===== src/rtl/multicycle_control.sv =====
// multicycle_control: multi-cycle CPU sequencer with hold, retire counter and sticky illegal-opcode trap
module multicycle_control (
    input  logic        clk,
    input  logic        rst_n,
    input  logic [6:0]  opcode,
    input  logic        mem_ready,
    input  logic        hold,
    output logic        PCWrite,
    output logic        PCWriteCond,
    output logic        IorD,
    output logic        MemRead,
    output logic        MemWrite,
    output logic        IRWrite,
    output logic        MemtoReg,
    output logic        RegWrite,
    output logic        ALUSrcA,
    output logic        PCSource,
    output logic [1:0]  ALUSrcB,
    output logic [1:0]  ALUop,
    output logic [3:0]  state,
    output logic        instr_done,
    output logic [15:0] instret,
    output logic        illegal
);
    typedef enum logic [3:0] {
        FETCH     = 4'd0,
        DECODE    = 4'd1,
        MEM_ADDR  = 4'd2,
        MEM_READ  = 4'd3,
        MEM_WB    = 4'd4,
        MEM_WRITE = 4'd5,
        EXEC_R    = 4'd6,
        EXEC_I    = 4'd7,
        ALU_WB    = 4'd8,
        BRANCH    = 4'd9,
        TRAP      = 4'd10
    } state_t;
    state_t      state_q, state_d;
    logic [15:0] instret_q, instret_d;
    logic        illegal_q, illegal_d;
    always_comb begin
        PCWrite     = 1'b0;
        PCWriteCond = 1'b0;
        IorD        = 1'b0;
        MemRead     = 1'b0;
        MemWrite    = 1'b0;
        IRWrite     = 1'b0;
        MemtoReg    = 1'b0;
        RegWrite    = 1'b0;
        ALUSrcA     = 1'b0;
        PCSource    = 1'b0;
        ALUSrcB     = 2'b00;
        ALUop       = 2'b00;
        instr_done  = 1'b0;
        state_d     = state_q;
        case (state_q)
            FETCH: begin
                MemRead = 1'b1;
                ALUSrcB = 2'b01;
                IRWrite = mem_ready;
                PCWrite = mem_ready;
                state_d = mem_ready ? DECODE : FETCH;
            end
            DECODE: begin
                ALUSrcB = 2'b11;
                state_d = (opcode == 7'b0110011) ? EXEC_R :
                          (opcode == 7'b0010011) ? EXEC_I :
                          (opcode == 7'b0000011 || opcode == 7'b0100011) ? MEM_ADDR :
                          (opcode == 7'b1100011) ? BRANCH : TRAP;
            end
            MEM_ADDR: begin
                ALUSrcA = 1'b1;
                ALUSrcB = 2'b10;
                state_d = (opcode == 7'b0000011) ? MEM_READ : MEM_WRITE;
            end
            MEM_READ: begin
                MemRead = 1'b1;
                IorD    = 1'b1;
                state_d = mem_ready ? MEM_WB : MEM_READ;
            end
            MEM_WB: begin
                RegWrite   = 1'b1;
                MemtoReg   = 1'b1;
                instr_done = 1'b1;
                state_d    = FETCH;
            end
            MEM_WRITE: begin
                MemWrite   = 1'b1;
                IorD       = 1'b1;
                instr_done = mem_ready;
                state_d    = mem_ready ? FETCH : MEM_WRITE;
            end
            EXEC_R: begin
                ALUSrcA = 1'b1;
                ALUop   = 2'b10;
                state_d = ALU_WB;
            end
            EXEC_I: begin
                ALUSrcA = 1'b1;
                ALUSrcB = 2'b10;
                ALUop   = 2'b10;
                state_d = ALU_WB;
            end
            ALU_WB: begin
                RegWrite   = 1'b1;
                instr_done = 1'b1;
                state_d    = FETCH;
            end
            BRANCH: begin
                ALUSrcA     = 1'b1;
                ALUop       = 2'b01;
                PCWriteCond = 1'b1;
                PCSource    = 1'b1;
                instr_done  = 1'b1;
                state_d     = FETCH;
            end
            TRAP:    state_d = TRAP;
            default: state_d = FETCH;
        endcase
        if (hold) state_d = state_q;
        // hold and reset silence every enable; mux selects stay as decoded
        if (hold || !rst_n) begin
            PCWrite     = 1'b0;
            PCWriteCond = 1'b0;
            MemRead     = 1'b0;
            MemWrite    = 1'b0;
            IRWrite     = 1'b0;
            RegWrite    = 1'b0;
            instr_done  = 1'b0;
        end
        instret_d = instret_q + {15'd0, instr_done};
        illegal_d = illegal_q | (state_d == TRAP);
    end
    always_ff @(posedge clk) begin
        if (!rst_n) begin
            state_q   <= FETCH;
            instret_q <= 16'd0;
            illegal_q <= 1'b0;
        end else begin
            state_q   <= state_d;
            instret_q <= instret_d;
            illegal_q <= illegal_d;
        end
    end
    assign state   = state_q;
    assign instret = instret_q;
    assign illegal = illegal_q;
endmodule


===== config.mk =====
export PLATFORM = sky130hd
export DESIGN_NAME = multicycle_control
export DESIGN_NICKNAME = d
export VERILOG_FILES = /design/src/rtl/multicycle_control.sv
export SDC_FILE = /design/constraint.sdc
export NUM_CORES = 1
export LEC_CHECK = 0
export CORE_MARGIN = 4
export CORE_UTILIZATION = 48
export CTS_BUF_LIST = sky130_fd_sc_hd__clkbuf_4 sky130_fd_sc_hd__clkbuf_8 sky130_fd_sc_hd__clkbuf_16
export DETAILED_ROUTE_END_ITERATION = 6
export PLACE_DENSITY = 0.85
export SYNTH_ARGS = -nofsm -noshare
export SYNTH_HDL_FRONTEND = slang
export SYNTH_SLANG_ARGS = --single-unit

===== constraint.sdc =====
create_clock -name clk -period 6.3 [get_ports clk]
set_input_delay 1.26 -clock clk [delete_from_list [all_inputs] [get_ports clk]]
set_output_delay 1.26 -clock clk [all_outputs]
set_load 0.03 [all_outputs]

; ---- Yosys cells after proc, flatten, opt, wreduce, memory -nomap -nowiden
; Cells that the tools add are included.
[word_totals]
in_bits = 11
reg_bits = 21
[classes]
muxes = 27
n_bitwise = 1
n_addsub = 1
reduce_logical = 11
eq_ne = 16
[op_table]
columns = cell, count
row1 = one-hot mux 4 bit (7 select lines), 1
row2 = adder 16 x 1 -> 16 bit, 1
row3 = "equality test 4 x 3 -> 1 bit, second input constant", 4
row4 = "equality test 4 bit, second input constant", 4
row5 = two-way mux 4 bit, 4
row6 = two-way mux 1 bit, 15
row7 = "equality test 7 x 6 -> 1 bit, second input constant", 2
row8 = OR reduction 2 bit, 5
row9 = two-way mux 3 bit, 3
row10 = "equality test 4 x 2 -> 1 bit, second input constant", 2
row11 = "equality test 7 x 2 -> 1 bit, second input constant", 1
row12 = "equality test 7 x 5 -> 1 bit, second input constant", 1
row13 = "equality test 7 bit, second input constant", 1
row14 = one-hot mux 2 bit (3 select lines), 1
row15 = "equality test 4 x 1 -> 1 bit, second input constant", 1
row16 = logical NOT 4 bit, 1
row17 = one-hot mux 2 bit (2 select lines), 1
row18 = OR reduction 4 bit, 1
row19 = OR reduction 3 bit, 1
row20 = logical OR 1 bit, 2
row21 = two-way mux 2 bit, 1
row22 = one-hot mux 1 bit (2 select lines), 1
row23 = logical NOT 1 bit, 1
row24 = bitwise OR 1 bit, 1

; ---- Logic depth before layout (Yosys ltp)
[depth]
depth_word = 9
depth_mapped = 11

; ---- Worst setup path before layout
; OpenSTA, ideal clock, no wires.
[synth_path]
kind = input -> output
startpoint = input hold
endpoint = output instr_done
arrival_ns = 3.133
n_path_buf = 0
stages = 4
setup_slack_ns = 1.907
t_required_ns = 5.040
cell_sequence = inv_1 -> nand2_1 -> a2111oi_1 -> a211o_1
[synth_between]
elab_chain_len = 2
[synth_lines]
columns = element, line
row1 = start: declaration, 7  ; input logic hold,
row2 = logical OR 1 bit, 122  ; if (hold || !rst_n) begin
row3 = two-way mux 1 bit, 122
row4 = end: declaration, 21  ; output logic instr_done,
; Every way passes these cells.

; ---- Worst setup path in the final report
[layout_path]
startpoint = input rst_n
endpoint = output instr_done
[layout_between]
elab_chain_len = 3
[layout_lines]
columns = element, line
row1 = start: declaration, 4  ; input logic rst_n,
row2 = logical NOT 1 bit, --
row3 = logical OR 1 bit, 122
row4 = two-way mux 1 bit, 122
; Every way passes these cells.

==> results.tsv <==
stage	metric	value	unit
status	status	finished clean	
global_routing	GRT Total Usage	0.1905	
timing	Worst Skew	0.004172	ns
global_routing	first-pass GRT wire length	5402	um
worst_setup_path	Worst Path Max Fanout	22	
yosys	area leader, netlist	dfxtp_1	
clocking	CTS Root Cell	clkbuf_4	
routing	Vias	1254	
routing	ANT nets after route	0	
die	Starting Density	0.5211	
worst_setup_path	R2R cell count	10	
power	sw frac	0.2761	
yosys	register area share after synthesis	0.3170	
worst_setup_path	FF-to-FF End	instret[12]	
routing	Routed WL	3185	um
worst_setup_path	critical path launch point type	input port	
yosys	EDFF count, synth	0	
die	Die Y	60.57	um
die	Die Width	60.57	um
run	Max-Cap Viols	0	
routing	Avg Vias per Cell	5.549	
yosys	Syn Std Cell Area	1326	um^2
worst_setup_path	Setup CP Type	in2out	
global_routing	initial antenna violation count	0	
placement	Buffers on Ports	46	
global_routing	largest net degree at the start of global routing	23	
final_layout	number of inserted diodes	0	
timing	relative slew slack	0.5787	
power	Static Leak	0.6513	nW
hold_path	Endpoint, Worst Hold	illegal	
routing	top sig layer	met4	
timing	final-report hold violation count	0	
power	P_int	0.0001873	W
clocking	worst skew pair latency	0.30	ns
clocking	CTS resizes	0	
worst_setup_path	Worst R2R Start	state[2]	
yosys	yosys warns	0	
routing	drt first-iter violations	34	
clocking	CTS Buffer Depth	2	
yosys	Avg Cell Area, Syn	8.668	um^2
timing	setup violators final	0	
yosys	post-synth top area share	0.3170	
yosys	most frequent cell after synthesis	dfxtp_1	
timing	achievable clock frequency	202.6	MHz
clocking	# clock sinks	21	
timing	Tcrit/Tclk final	0.7834	
routing	first-pass detailed-route iteration total	4	
routing	wire length on met1	1335	um
clocking	Setup Buffers After CTS	0	
final_layout	ratio of cells with drive above 1 in the final layout	0.06122	
worst_setup_path	worst path required time	5.04	ns
power	Flop pwr share	0.543	
routing	met2 wire length	1661	um
timing	Final Max Slew Viols	0	
yosys	asr flop ratio synth	0	
timing	Least-Margin Pin Slew	0.6311	ns
hold_path	Hold Path Stages	2	
final_layout	area added between synthesis and finish	36.04	%
timing	setup TNS	0	ns
power	maximum VDD drop	0.1387	mV
yosys	Synth Net Count	166	
power	NetSw	0.00007144	W
power	Clock power frac	0.264	
clocking	CTS hold repair buffers	0	
die	die area	3668	um^2
timing	Tmin final	4.935	ns
clocking	CTS clk-pin slew, worst paths	0.11	ns
final_layout	Nets	210	
yosys	Syn Inst Count	153	
yosys	Primary FF master, synth	dfxtp_1	
global_routing	vias in the first global route	1211	
die	core area	2545	um^2
routing	DRC viols	0	
hold_path	Hold Path Class	reg2reg	
die	num ports	47	
worst_setup_path	CP Data Arrival Time	3.68	ns
final_layout	Fill cells	212	
power	Comb pwr share	0.194	
clocking	Num CTS Buffers	3	
clocking	H-tree depth	1	
clocking	TritonCTS clock tree	yes	
yosys	Synth Register Bits	21	
placement	dpl hpwl	2490	um
routing	drt wl/cell	14.09	um
worst_setup_path	setup slack, reg-to-reg	3.32	ns
worst_setup_path	CP endpoint kind	output pin	
power	Power Density	143.4	nW/um^2
placement	GP Congestion	0.8430	
yosys	Netlist cell types	49	
timing	RSZ-0062 raised after global routing	false	
yosys	synth top area cells	dfxtp_1 32%, and2_1 8.5%, xnor2_1 7.3%	
yosys	Commonest cells post-synth	21 x dfxtp_1, 18 x and2_1, 11 x xnor2_1	
global_routing	grt ovf	0	
die	row cnt	18	
hold_path	hold path start	illegal	
routing	WL met3	127	um
timing	hold_ws	0.4969	ns
-- layout make-up --
type / instances / area (um^2) / area share
multi-input combinational: 121 / 840.8 / 0.4660
timing repair buffer: 46 / 460.4 / 0.2552
sequential: 21 / 420.4 / 0.2330
tap: 30 / 37.54 / 0.02080
clock buffer: 4 / 30.03 / 0.01664
inverter: 4 / 15.01 / 0.008322
-- critical path, stage by stage --
cell and delay [ns]:
clkdlybuf4s50_1 0.83, nand2_1 0.19, a2111oi_1 0.50, a211o_1 0.20, clkdlybuf4s50_1 0.68
-- cells by family after synthesis --
group / Yosys count / synth area share
flip-flops: 21 / 0.3170
multiplexers: 1 / 0.007547
XOR/XNOR: 14 / 0.09245
buffers and inverters: 11 / 0.04905
AND/OR/NAND/NOR: 79 / 0.3698
AO/OA/AOI/OAI: 25 / 0.1453
adder cells (fa/ha/maj): 2 / 0.01886
-- flip-flops by register name, indices dropped and copies added, names as in the netlist --
register,cells
illegal,1
instret,16
state,4
-- metal layers --
| metal | global-route usage | vias up |
|---|---|---|
| met5 | 0 | - |
| met4 | 0.07430 | 0 |
| met3 | 0.02340 | 7 |
| met2 | 0.3466 | 35 |
| met1 | 0.2255 | 591 |
| li1 | - | 621 |
-- power groups by stage --
stage / Combinational [W] / Clock [W] / Sequential (W)
after floorplan: 0.0000304 / 0 / 0.000143
after global placement: 0.0000489 / 0 / 0.000143
after detailed placement: 0.0000503 / 0 / 0.000143
after CTS: 0.0000505 / 0.0000707 / 0.000140
after global routing: 0.0000539 / 0.0000778 / 0.000141
final: 0.0000502 / 0.0000682 / 0.000140
-- worst max path at each step --
stage                     startpoint    endpoint  slack, ns  cells past startpoint
after detailed placement       rst_n  instr_done       1.34                      5
after CTS                      rst_n  instr_done       1.35                      5
final                          rst_n  instr_done       1.36                      5
after global routing           rst_n  instr_done       1.16                      5
after global placement         rst_n  instr_done       1.44                      5
after floorplan                 hold  instr_done       1.91                      4
-- through the flow --
| step | util | setup slack (ns) | instance area [um^2] | instances | power, W |
|---|---|---|---|---|---|
| floorplan | - | 1.907 | 1326 | 153 | 0.0001734 |
| global placement | 0.6971 | 1.439 | 1774 | 222 | 0.0001923 |
| detailed placement | 0.6971 | 1.340 | 1774 | 222 | 0.0001935 |
| CTS | 0.7089 | 1.350 | 1804 | 226 | 0.0002616 |
| global route | 0.7089 | 1.162 | 1804 | 226 | 0.0002729 |
| finish | 0.7089 | 1.365 | 1804 | 226 | 0.0002587 |
-- cells in the final DEF, fill, tap and decap left out, types with 2 or more instances in the layout --
master           Yosys  layout
inv_1                4       4
o21ai_1              3       3
ha_1                 2       2
and3_1               2       2
xnor2_1             11      11
nand2_1             10      10
and4_1               2       2
xor2_1               3       3
nor3b_1              2       2
o21ai_0              6       6
nor2b_1              4       4
clkbuf_4             0       4
or2_1                2       2
nor2_1               7       7
nand4_1              3       3
clkdlybuf4s50_1      0      46
nand2b_1             6       6
and2_1              18      18
nand3_1              8       8
nor3_1               6       6
dfxtp_1             21      21
No activity file was read; power rests on OpenSTA's default activity.
